## src/rtl/pipe_check_pkg.sv

```systemverilog
// Shared definitions for the pipe checker family.
//   - generator mode encodings (PAT_*)
//   - 32-bit Fibonacci LFSR lane constants (taps 32,22,2,1) and helpers
//   - first-error capture state enum
package pipe_check_pkg;

  localparam logic [2:0] PAT_FIXED = 3'd0;
  localparam logic [2:0] PAT_COUNT = 3'd1;
  localparam logic [2:0] PAT_WALK  = 3'd2;
  localparam logic [2:0] PAT_LFSR  = 3'd3;
  localparam logic [2:0] PAT_INV   = 3'd4;

  localparam int          LFSR_W    = 32;
  // Taps 32,22,2,1 expressed as zero-based bit positions 31,21,1,0.
  localparam logic [31:0] LFSR_TAPS = 32'h8020_0003;

  typedef enum logic {CAP_ARMED, CAP_CAPTURED} cap_state_e;

  // Lane k starts at k+1 so no two lanes share a sequence and none is all-zero.
  function automatic logic [31:0] lfsr_seed(input int lane);
    return 32'(lane + 1);
  endfunction

  function automatic logic [31:0] lfsr_step(input logic [31:0] s);
    return {s[30:0], ^(s & LFSR_TAPS)};
  endfunction

endpackage

```

## src/rtl/check_pattern_gen.sv

```systemverilog
// Reference word generator, shared between the pipe-in checker and the pipe-out source.
//   clk, reset_n  : clock, synchronous active-low reset (reseeds every sequence)
//   enable        : advance the sequence by one word
//   mode          : PAT_* selector, applied combinationally
//   fixed_pattern : word used by PAT_FIXED / PAT_INV and reserved modes
//   dout          : current expected word (zero latency from state)
// All sequence states advance together, so switching mode mid-stream picks up
// the selected sequence at the current word index.
module check_pattern_gen
  import pipe_check_pkg::*;
#(
  parameter int DATA_W = 32
) (
  input  logic              clk,
  input  logic              reset_n,
  input  logic              enable,
  input  logic [2:0]        mode,
  input  logic [DATA_W-1:0] fixed_pattern,
  output logic [DATA_W-1:0] dout
);

  localparam int LANES = DATA_W / LFSR_W;

  logic [DATA_W-1:0]            cnt;
  logic [DATA_W-1:0]            walk;
  logic [LANES-1:0][LFSR_W-1:0] lfsr;

  always_ff @(posedge clk) begin
    if (!reset_n) begin
      cnt  <= '0;
      walk <= DATA_W'(1);
      for (int k = 0; k < LANES; k++) lfsr[k] <= lfsr_seed(k);
    end else if (enable) begin
      cnt  <= cnt + DATA_W'(1);
      walk <= {walk[DATA_W-2:0], walk[DATA_W-1]};
      for (int k = 0; k < LANES; k++) lfsr[k] <= lfsr_step(lfsr[k]);
    end
  end

  always_comb begin
    dout = fixed_pattern;
    case (mode)
      PAT_COUNT: dout = cnt;
      PAT_WALK:  dout = walk;
      PAT_LFSR:  dout = lfsr;
      PAT_INV:   dout = ~fixed_pattern;
      default:   dout = fixed_pattern;
    endcase
  end

endmodule

```

## src/rtl/pipe_in_check_gen.sv

```systemverilog
// Parametrised Pipe In sink/checker.
// Checks every written word against check_pattern_gen, counts words and
// mismatches (saturating), and models a virtual FIFO drained by a rotating
// throttle mask whose level drives a registered pipe_in_ready.
// Ports:
//   clk, reset_n          : clock, synchronous active-low reset
//   pipe_in_write/_data   : incoming word strobe and data (always accepted)
//   pipe_in_ready         : registered, level < 2^DEPTH_LOG2 - READY_MARGIN
//   throttle_set/_val     : load the drain mask (else it rotates right)
//   fixed_pattern, pattern: generator configuration (pattern sampled live)
//   error_count, word_count, level, overflow : status
//   first_err_*           : first mismatch capture
// Macro PIPE_IN_CHECK_FIRST_ERR_EN builds the first-error capture; without it
// the first_err_* outputs are constant 0.
module pipe_in_check_gen
  import pipe_check_pkg::*;
#(
  parameter int DATA_W       = 32,
  parameter int DEPTH_LOG2   = 16,
  parameter int READY_MARGIN = 1024,
  parameter int THROTTLE_W   = 32,
  parameter int CNT_W        = 32
) (
  input  logic                  clk,
  input  logic                  reset_n,
  input  logic                  pipe_in_write,
  input  logic [DATA_W-1:0]     pipe_in_data,
  output logic                  pipe_in_ready,
  input  logic                  throttle_set,
  input  logic [THROTTLE_W-1:0] throttle_val,
  input  logic [DATA_W-1:0]     fixed_pattern,
  input  logic [2:0]            pattern,
  output logic [CNT_W-1:0]      error_count,
  output logic [CNT_W-1:0]      word_count,
  output logic [DEPTH_LOG2:0]   level,
  output logic                  overflow,
  output logic                  first_err_valid,
  output logic [CNT_W-1:0]      first_err_index,
  output logic [DATA_W-1:0]     first_err_data,
  output logic [DATA_W-1:0]     first_err_expected
);

  localparam int                LW        = DEPTH_LOG2 + 1;
  localparam logic [LW-1:0]     FULL_LVL  = {1'b1, {DEPTH_LOG2{1'b0}}};
  localparam logic [LW-1:0]     READY_LIM = FULL_LVL - LW'(READY_MARGIN);

  logic [THROTTLE_W-1:0] mask;
  logic [DATA_W-1:0]     expected;
  logic                  mismatch;

  check_pattern_gen #(.DATA_W(DATA_W)) u_gen (
    .clk           (clk),
    .reset_n       (reset_n),
    .enable        (pipe_in_write),
    .mode          (pattern),
    .fixed_pattern (fixed_pattern),
    .dout          (expected)
  );

  assign mismatch = pipe_in_write && (pipe_in_data != expected);

  // Virtual FIFO: writes fill, mask[0] drains; a write that coincides with a
  // drain cancels out, which is why a full level plus drain never overflows.
  always_ff @(posedge clk) begin
    if (!reset_n) begin
      mask          <= throttle_val;
      level         <= '0;
      overflow      <= 1'b0;
      pipe_in_ready <= 1'b0;
    end else begin
      pipe_in_ready <= (level < READY_LIM);
      case ({pipe_in_write, mask[0]})
        2'b10: begin
          if (level == FULL_LVL) overflow <= 1'b1;
          else                   level    <= level + LW'(1);
        end
        2'b01: if (level != '0) level <= level - LW'(1);
        default: ;
      endcase
      // Drain above used the pre-load mask[0].
      mask <= throttle_set ? throttle_val : {mask[0], mask[THROTTLE_W-1:1]};
    end
  end

  always_ff @(posedge clk) begin
    if (!reset_n) begin
      error_count <= '0;
      word_count  <= '0;
    end else if (pipe_in_write) begin
      if (word_count != '1)             word_count  <= word_count + CNT_W'(1);
      if (mismatch && error_count != '1) error_count <= error_count + CNT_W'(1);
    end
  end

`ifdef PIPE_IN_CHECK_FIRST_ERR_EN
  cap_state_e cap_state;

  always_ff @(posedge clk) begin
    if (!reset_n) begin
      cap_state          <= CAP_ARMED;
      first_err_valid    <= 1'b0;
      first_err_index    <= '0;
      first_err_data     <= '0;
      first_err_expected <= '0;
    end else begin
      case (cap_state)
        CAP_ARMED: if (mismatch) begin
          cap_state          <= CAP_CAPTURED;
          first_err_valid    <= 1'b1;
          first_err_index    <= word_count;  // pre-increment value
          first_err_data     <= pipe_in_data;
          first_err_expected <= expected;
        end
        default: ;  // CAP_CAPTURED holds until reset
      endcase
    end
  end
`else
  assign first_err_valid    = 1'b0;
  assign first_err_index    = '0;
  assign first_err_data     = '0;
  assign first_err_expected = '0;
`endif

endmodule

```

## config.mk

```make
export PLATFORM = sky130hd
export DESIGN_NAME = pipe_in_check_gen
export DESIGN_NICKNAME = d
export VERILOG_FILES = /design/src/rtl/pipe_check_pkg.sv /design/src/rtl/check_pattern_gen.sv /design/src/rtl/pipe_in_check_gen.sv
export SDC_FILE = /design/constraint.sdc
export NUM_CORES = 1
export LEC_CHECK = 0
export BUFFER_PORTS_ARGS = -buffer_cell sky130_fd_sc_hd__buf_2
export CAP_MARGIN = 15
export CORE_ASPECT_RATIO = 1.75
export CORE_MARGIN = 2
export CORE_UTILIZATION = 55
export DETAILED_ROUTE_END_ITERATION = 12
export PLACE_DENSITY = 0.93
export SETUP_SLACK_MARGIN = 0.1
export SLEW_MARGIN = 20
export SYNTH_ARGS = -nofsm -noshare
export SYNTH_HDL_FRONTEND = slang
export SYNTH_HIERARCHICAL = 1
export SYNTH_SLANG_ARGS = --single-unit
```

## constraint.sdc

```tcl
create_clock -name clk -period 3.7 [get_ports clk]
set_input_delay 0.185 -clock clk [delete_from_list [all_inputs] [get_ports clk]]
set_output_delay 0.185 -clock clk [all_outputs]
set_load 0.03 [all_outputs]
```

# After elaboration in Yosys (flattened, before gate mapping)
# Cells that the tools add are included.
dict set report classes {
  shifts 0
  bitwise_logic 1
  n_eq_ne 12
  n_reduce_logical 9
  n_lt_le_gt_ge 1
  div 0
  n_mux 6
  multipliers 0
  addsub 5
}
# op n
set op_table {}
lappend op_table {{32-bit one-hot mux with 4 select lines} 1}
lappend op_table {{32-bit by 1-bit adder with 32-bit output (second input constant)} 3}
lappend op_table {{32-bit 2-to-1 mux} 2}
lappend op_table {{32-bit != test (second input constant)} 2}
lappend op_table {{17-bit 2-to-1 mux} 2}
lappend op_table {{17-bit one-hot mux with 2 select lines} 1}
lappend op_table {{32-bit != test} 1}
lappend op_table {{32-bit NOT} 1}
lappend op_table {{32-bit XOR reduction} 1}
lappend op_table {{17-bit by 1-bit adder with 17-bit output (second input constant)} 1}
lappend op_table {{17-bit equality test (second input constant)} 1}
lappend op_table {{17-bit by 16-bit < comparator with 1-bit output (second input constant)} 1}
lappend op_table {{17-bit nonzero test} 1}
lappend op_table {{17-bit by 1-bit subtractor with 17-bit output (second input constant)} 1}
lappend op_table {{3-bit by 2-bit equality test with 1-bit output (second input constant)} 2}
lappend op_table {{2-bit AND reduction} 3}
lappend op_table {{2-bit != test (second input constant)} 2}
lappend op_table {{3-bit by 1-bit equality test with 1-bit output (second input constant)} 1}
lappend op_table {{3-bit equality test (second input constant)} 1}
lappend op_table {{3-bit AND reduction} 1}
lappend op_table {{2-bit by 1-bit equality test with 1-bit output (second input constant)} 1}
lappend op_table {{2-bit equality test (second input constant)} 1}
lappend op_table {{1-bit logical AND} 2}
lappend op_table {{2-bit nonzero test} 1}
dict set report totals {
  elab_cells 43
  latch_bits 0
  out_inout_bits 180
  mem_bits_rw 0
  mem_bits_ro 0
  mem_count 0
  register_bits 211
}

# Depth between registers and ports, before layout
dict set report depth {
  ltp_word 6
  depth_mapped 14
  depth_no_buf 10
}

# Hierarchy
# The synthesis kept the hierarchy.
# module instances cells_each area_each_um2 seq_area_each_um2
set modules_own_cells {}
lappend modules_own_cells {pipe_in_check_gen 1 773 6670.1 2302.2}
lappend modules_own_cells {check_pattern_gen 1 646 5491.5 1921.8}

# Worst setup path before layout
# OpenSTA, ideal clock, no wires.
dict set report synth_path {
  kind {in2reg}
  startpoint {input pattern[2]}
  endpoint {register error_count[31]}
  cell_stages 13
  required_ps 3584
  n_path_buf 4
  arrival_ps 3069
  setup_slack_ps 514
  path_cell_list {buf_1 -> buf_1 -> xor2_1 -> a22oi_1 -> nand2_1 -> xor2_1 -> nor4_1 -> nand4_1 -> o21ai_1 -> clkbuf_1 -> clkbuf_1 -> nor3_1 -> o211a_1}
}
dict set report synth_between {
  elab_chain_cells 6
}
# item line_no
set synth_rtl {}
lappend synth_rtl {{from (decl)} pipe_in_check_gen.sv:32} ;# input logic [2:0] pattern,
lappend synth_rtl {{3-bit equality test, or another cell as far along} check_pattern_gen.sv:42} ;# case (mode)
lappend synth_rtl {{32-bit one-hot mux with 4 select lines (*)} check_pattern_gen.sv:42}
lappend synth_rtl {{named net expected[21]} pipe_in_check_gen.sv:48} ;# logic [DATA_W-1:0] expected;
lappend synth_rtl {{32-bit != test (*)} pipe_in_check_gen.sv:60} ;# assign mismatch = pipe_in_write && (pipe_in_data != expected);
lappend synth_rtl {{1-bit logical AND (*)} pipe_in_check_gen.sv:60}
lappend synth_rtl {{1-bit logical AND (*)} pipe_in_check_gen.sv:91} ;# if (mismatch && error_count != '1) error_count <= error_count + CNT_W'(1);
lappend synth_rtl {{2-bit AND reduction (no source line) (*)} --}
lappend synth_rtl {{to (signal assigned)} pipe_in_check_gen.sv:91}
lappend synth_rtl {{to (decl)} pipe_in_check_gen.sv:33} ;# output logic [CNT_W-1:0] error_count,
# Mark *: on every way through the listed nets, which the timed path passes. The rest lies on a longest branch.
# A chain may end at the register's enable or synchronous reset.

# Worst setup path in the final report
dict set report layout_path {
  startpoint {register u_gen.cnt[28]}
  endpoint {register error_count[6]}
}
dict set report layout_between {
  elab_chain_cells 5
}
# item line_no
set layout_rtl {}
lappend layout_rtl {{from (decl)} check_pattern_gen.sv:24} ;# logic [DATA_W-1:0] cnt;
lappend layout_rtl {{from (signal assigned)} check_pattern_gen.sv:34} ;# cnt <= cnt + DATA_W'(1);
lappend layout_rtl {{32-bit one-hot mux with 4 select lines} check_pattern_gen.sv:42}
lappend layout_rtl {{named net expected[28]} pipe_in_check_gen.sv:48}
lappend layout_rtl {{32-bit != test} pipe_in_check_gen.sv:60}
lappend layout_rtl {{1-bit logical AND} pipe_in_check_gen.sv:60}
lappend layout_rtl {{1-bit logical AND} pipe_in_check_gen.sv:91}
lappend layout_rtl {{2-bit AND reduction (no source line)} --}
# The timed path passes the listed nets, and every way through them passes these cells.

==> qor.yml <==
report.power.total_mw: 5.607
htreeDepth: 1
die_h_um: 200.7
syn_area_per_cell_um2: 8.571
finalCriticalPeriod_ns: 3.313
cts_sinks: 211
via_per_inst: 5.868
design.core.area_mm2: 0.02189
setup_viol: 0
hold_class: "primary input to register"
via_count: 11070
startpoint: "u_gen/cnt[28]"
min_from: "reset_n"
layout-drive-gt1-share_pct: 18.44
clock.fmax_mhz: 301.9
fin_setup_tns_ns: 0
start_kind: "register"
cts_buffers: 19
cts_tree: "yes"
reg2reg_slack_ns: 0.39
final_antenna_net_count: 0
vdd_ir_drop_max_v: 0.0004326
synthToLayoutAreaGrowth_pct: 14.03
worstPathRequired_ns: 4.12
final.setup.worst_slack_ns: 0.3872
place_ws_ns: 0.3508
worstSetupEndpoint: "error_count[6]"
worstRegToRegCells: 10
synth.distinct_cells: 64
ys_warn_count: 6
holdWs_ns: 0.1051
p_sw_share_pct: 29.78
period_share_pct: 89.54
clk_latency_ns: 0.50
clock_power_share_pct: 37.5
dp_hpwl_um: 23410
drt_wl_total_um: 33730
fin_nets: 1684
hold_violations: 0
drc: 0
post_cts_buffers: 0
r2r_start: "u_gen/cnt[28]"
grt_pass1_vias: 10730
antenna_found_initial: 1
numPortBuffers: 185
combPwrFrac_pct: 18.9
power.internal_mw: 3.937
wl_per_cell_um: 17.87
clock_path_buffers: 3
synth-async-reset-ratio_pct: 0
track_usage_pct: 28.06
max_cap_violations: 0
cp_max_fo: 41
grt_max_degree: 93
root_buffer: "clkbuf_16"
initial_core_util_pct: 55.56
die-area_mm2: 0.02336
p_sw_mw: 1.669
tightest_slew_ns: 0.8552
worst_setup_path_end_kind: "register"
gp_congestion: 0.9387
ys_seq_area_share_pct: 34.73
dieWidth_um: 116.4
overflow: 0
rows: 72
max_slew_margin_pct: 42.99
worst-setup-path-type: "register to register"
power_frac_seq_pct: 43.6
pwr_density_cell_mw_per_mm2: 404.3
grt_pass1_wl_um: 53270
drtIter0Drc: 903
maxSlewViolCount: 0
io_pins: 283
postSynthCellCount: 1419
rsz0062_at_grt: "false"
synth-edff-count: 0
cp.arrival_ns: 3.74
ys.flop_type: "dfxtp_1"
path_clk_slew_ns: 0.07
power_leakage_nw: 5.847
finalClockSkew_ns: 0.02807
synth_area_mm2: 0.01216
ys_ff_latch: 211
status: "complete, no violations"
post_cts_resized: 0
drt-pass1-iter-count: 6
r2r_end: "error_count[6]"
[cells by family after synthesis]
kind of cell             after synthesis  synth area share [%]
AND/OR/NAND/NOR                      498                 21.11
AO/OA/AOI/OAI                        237                 13.40
flip-flops                           211                 34.73
buffers and inverters                207                 9.630
multiplexers                         150                 12.70
XOR/XNOR                             111                 7.994
adder cells (fa/ha/maj)                4                0.4115
other                                  1               0.03083
[through the flow]
stage	instance area (um2)	cells	utilization (%)
2_1_floorplan	12520	1515	-
3_3_place_gp	12880	1820	58.85
3_5_place_dp	12880	1820	58.85
4_1_cts	13860	1885	63.33
5_1_grt	13870	1886	63.34
6_report	13870	1887	63.35
[worst max-delay path, stage by stage (launching register included)]
cell	delay (ns)
dfxtp_1	0.43
o22ai_1	0.10
a22o_1	0.23
a21oi_1	0.42
xor2_1	0.59
nor4_1	0.14
nand4_1	0.15
o21ai_2	0.14
buf_4	0.33
or4_1	0.54
a21oi_1	0.17
[power by group through the flow]
stage	Combinational (mW)	Sequential [mW]	Clock, mW
3_5_place_dp	1.01	2.49	0
5_1_grt	1.14	2.45	2.23
3_3_place_gp	0.985	2.48	0
2_1_floorplan	0.793	2.52	0
4_1_cts	1.03	2.44	2.15
6_report	1.06	2.44	2.10
[sequential cells by signal, indices dropped and copies added (netlist names)]
register       flops
error_count       32
mask              32
u_gen/cnt         32
u_gen/lfsr        32
u_gen/walk        32
word_count        32
level             17
overflow           1
pipe_in_ready      1
[cell usage in the layout (no fill, tap or decap), drive strengths merged, types with 14 or more instances in the layout]
cell	netlist	routed
or4	30	30
nor2	120	120
o21ai	25	25
a22oi	25	25
dfxtp	211	211
nand2	124	124
xnor2	29	29
a21oi	57	57
a22o	32	32
conb	1	97
nor4	38	38
xor2	82	82
or3	17	17
mux2	34	34
nand3	42	42
mux2i	116	116
nor3	14	14
and4	14	14
clkbuf	68	22
buf	127	204
o211ai	35	35
o31ai	29	29
nand2b	28	28
and3	16	16
nand4	33	33
dlygate4sd3	0	32
[area by class of cell]
| type | instances | area, um2 |
|---|---|---|
| clock inverters | 11 | 152.6 |
| diodes | 2 | 5.005 |
| clock buffers | 22 | 506.7 |
| repair buffers | 236 | 1429 |
| well taps | 296 | 370.4 |
| inverters | 12 | 45.04 |
| multi-input cells | 1097 | 7136 |
| flip-flops and latches | 211 | 4224 |
| fillers | 1810 | 8023 |
[synthesized netlist by cell type, types with 3 or more instances]
master | number | area (um2)
and2_1 | 9 | 56.30
mux2_2 | 34 | 382.9
a21oi_1 | 57 | 285.3
o41ai_1 | 4 | 35.03
nor4_1 | 38 | 237.7
or2_2 | 3 | 18.77
xnor2_1 | 29 | 254.0
a22o_1 | 32 | 280.3
a22oi_1 | 25 | 187.7
or4_4 | 3 | 33.78
dfxtp_1 | 211 | 4224
and3_1 | 16 | 100.1
nand3_1 | 41 | 205.2
buf_4 | 98 | 735.7
o311ai_0 | 4 | 35.03
nor2_1 | 120 | 450.4
clkbuf_1 | 68 | 255.2
ha_1 | 4 | 50.05
and4_1 | 14 | 122.6
nand2_1 | 124 | 465.5
nand2b_1 | 28 | 175.2
o21ai_0 | 24 | 120.1
buf_2 | 9 | 45.04
mux2i_1 | 116 | 1161
or4_1 | 25 | 187.7
xor2_1 | 82 | 718.2
inv_1 | 10 | 37.54
nor3_1 | 14 | 70.07
o31ai_1 | 28 | 210.2
or3_1 | 14 | 87.58
buf_1 | 18 | 67.56
nand4_1 | 32 | 200.2
o22ai_1 | 11 | 68.82
o211ai_1 | 34 | 255.2
[metal layers]
| layer | up-vias | part of all wire (%) | global-route usage (%) |
|---|---|---|---|
| li1 | 5219 | - | - |
| met5 | - | 0 | 0 |
| met1 | 5236 | 35 | 29.52 |
| met4 | 0 | 6.0 | 16.96 |
| met3 | 124 | 6.9 | 5.676 |
| met2 | 494 | 52 | 49.92 |
[how the worst min path moves through the flow]
| stage | endpoint | depth (start not counted) |
|---|---|---|
| after floorplan | u_gen/walk[0] | 1 |
| after global placement | mask[7] | 2 |
| after detailed placement | mask[21] | 2 |
| after CTS | level[14] | 3 |
| after global routing | level[14] | 3 |
| final | level[14] | 3 |
[what timing repair did]
item                       CTS  global route
hold buffers                32             0
setup endpoints to repair    0             0
hold endpoints to repair    32             0
Power figures use the tool's default switching activity.
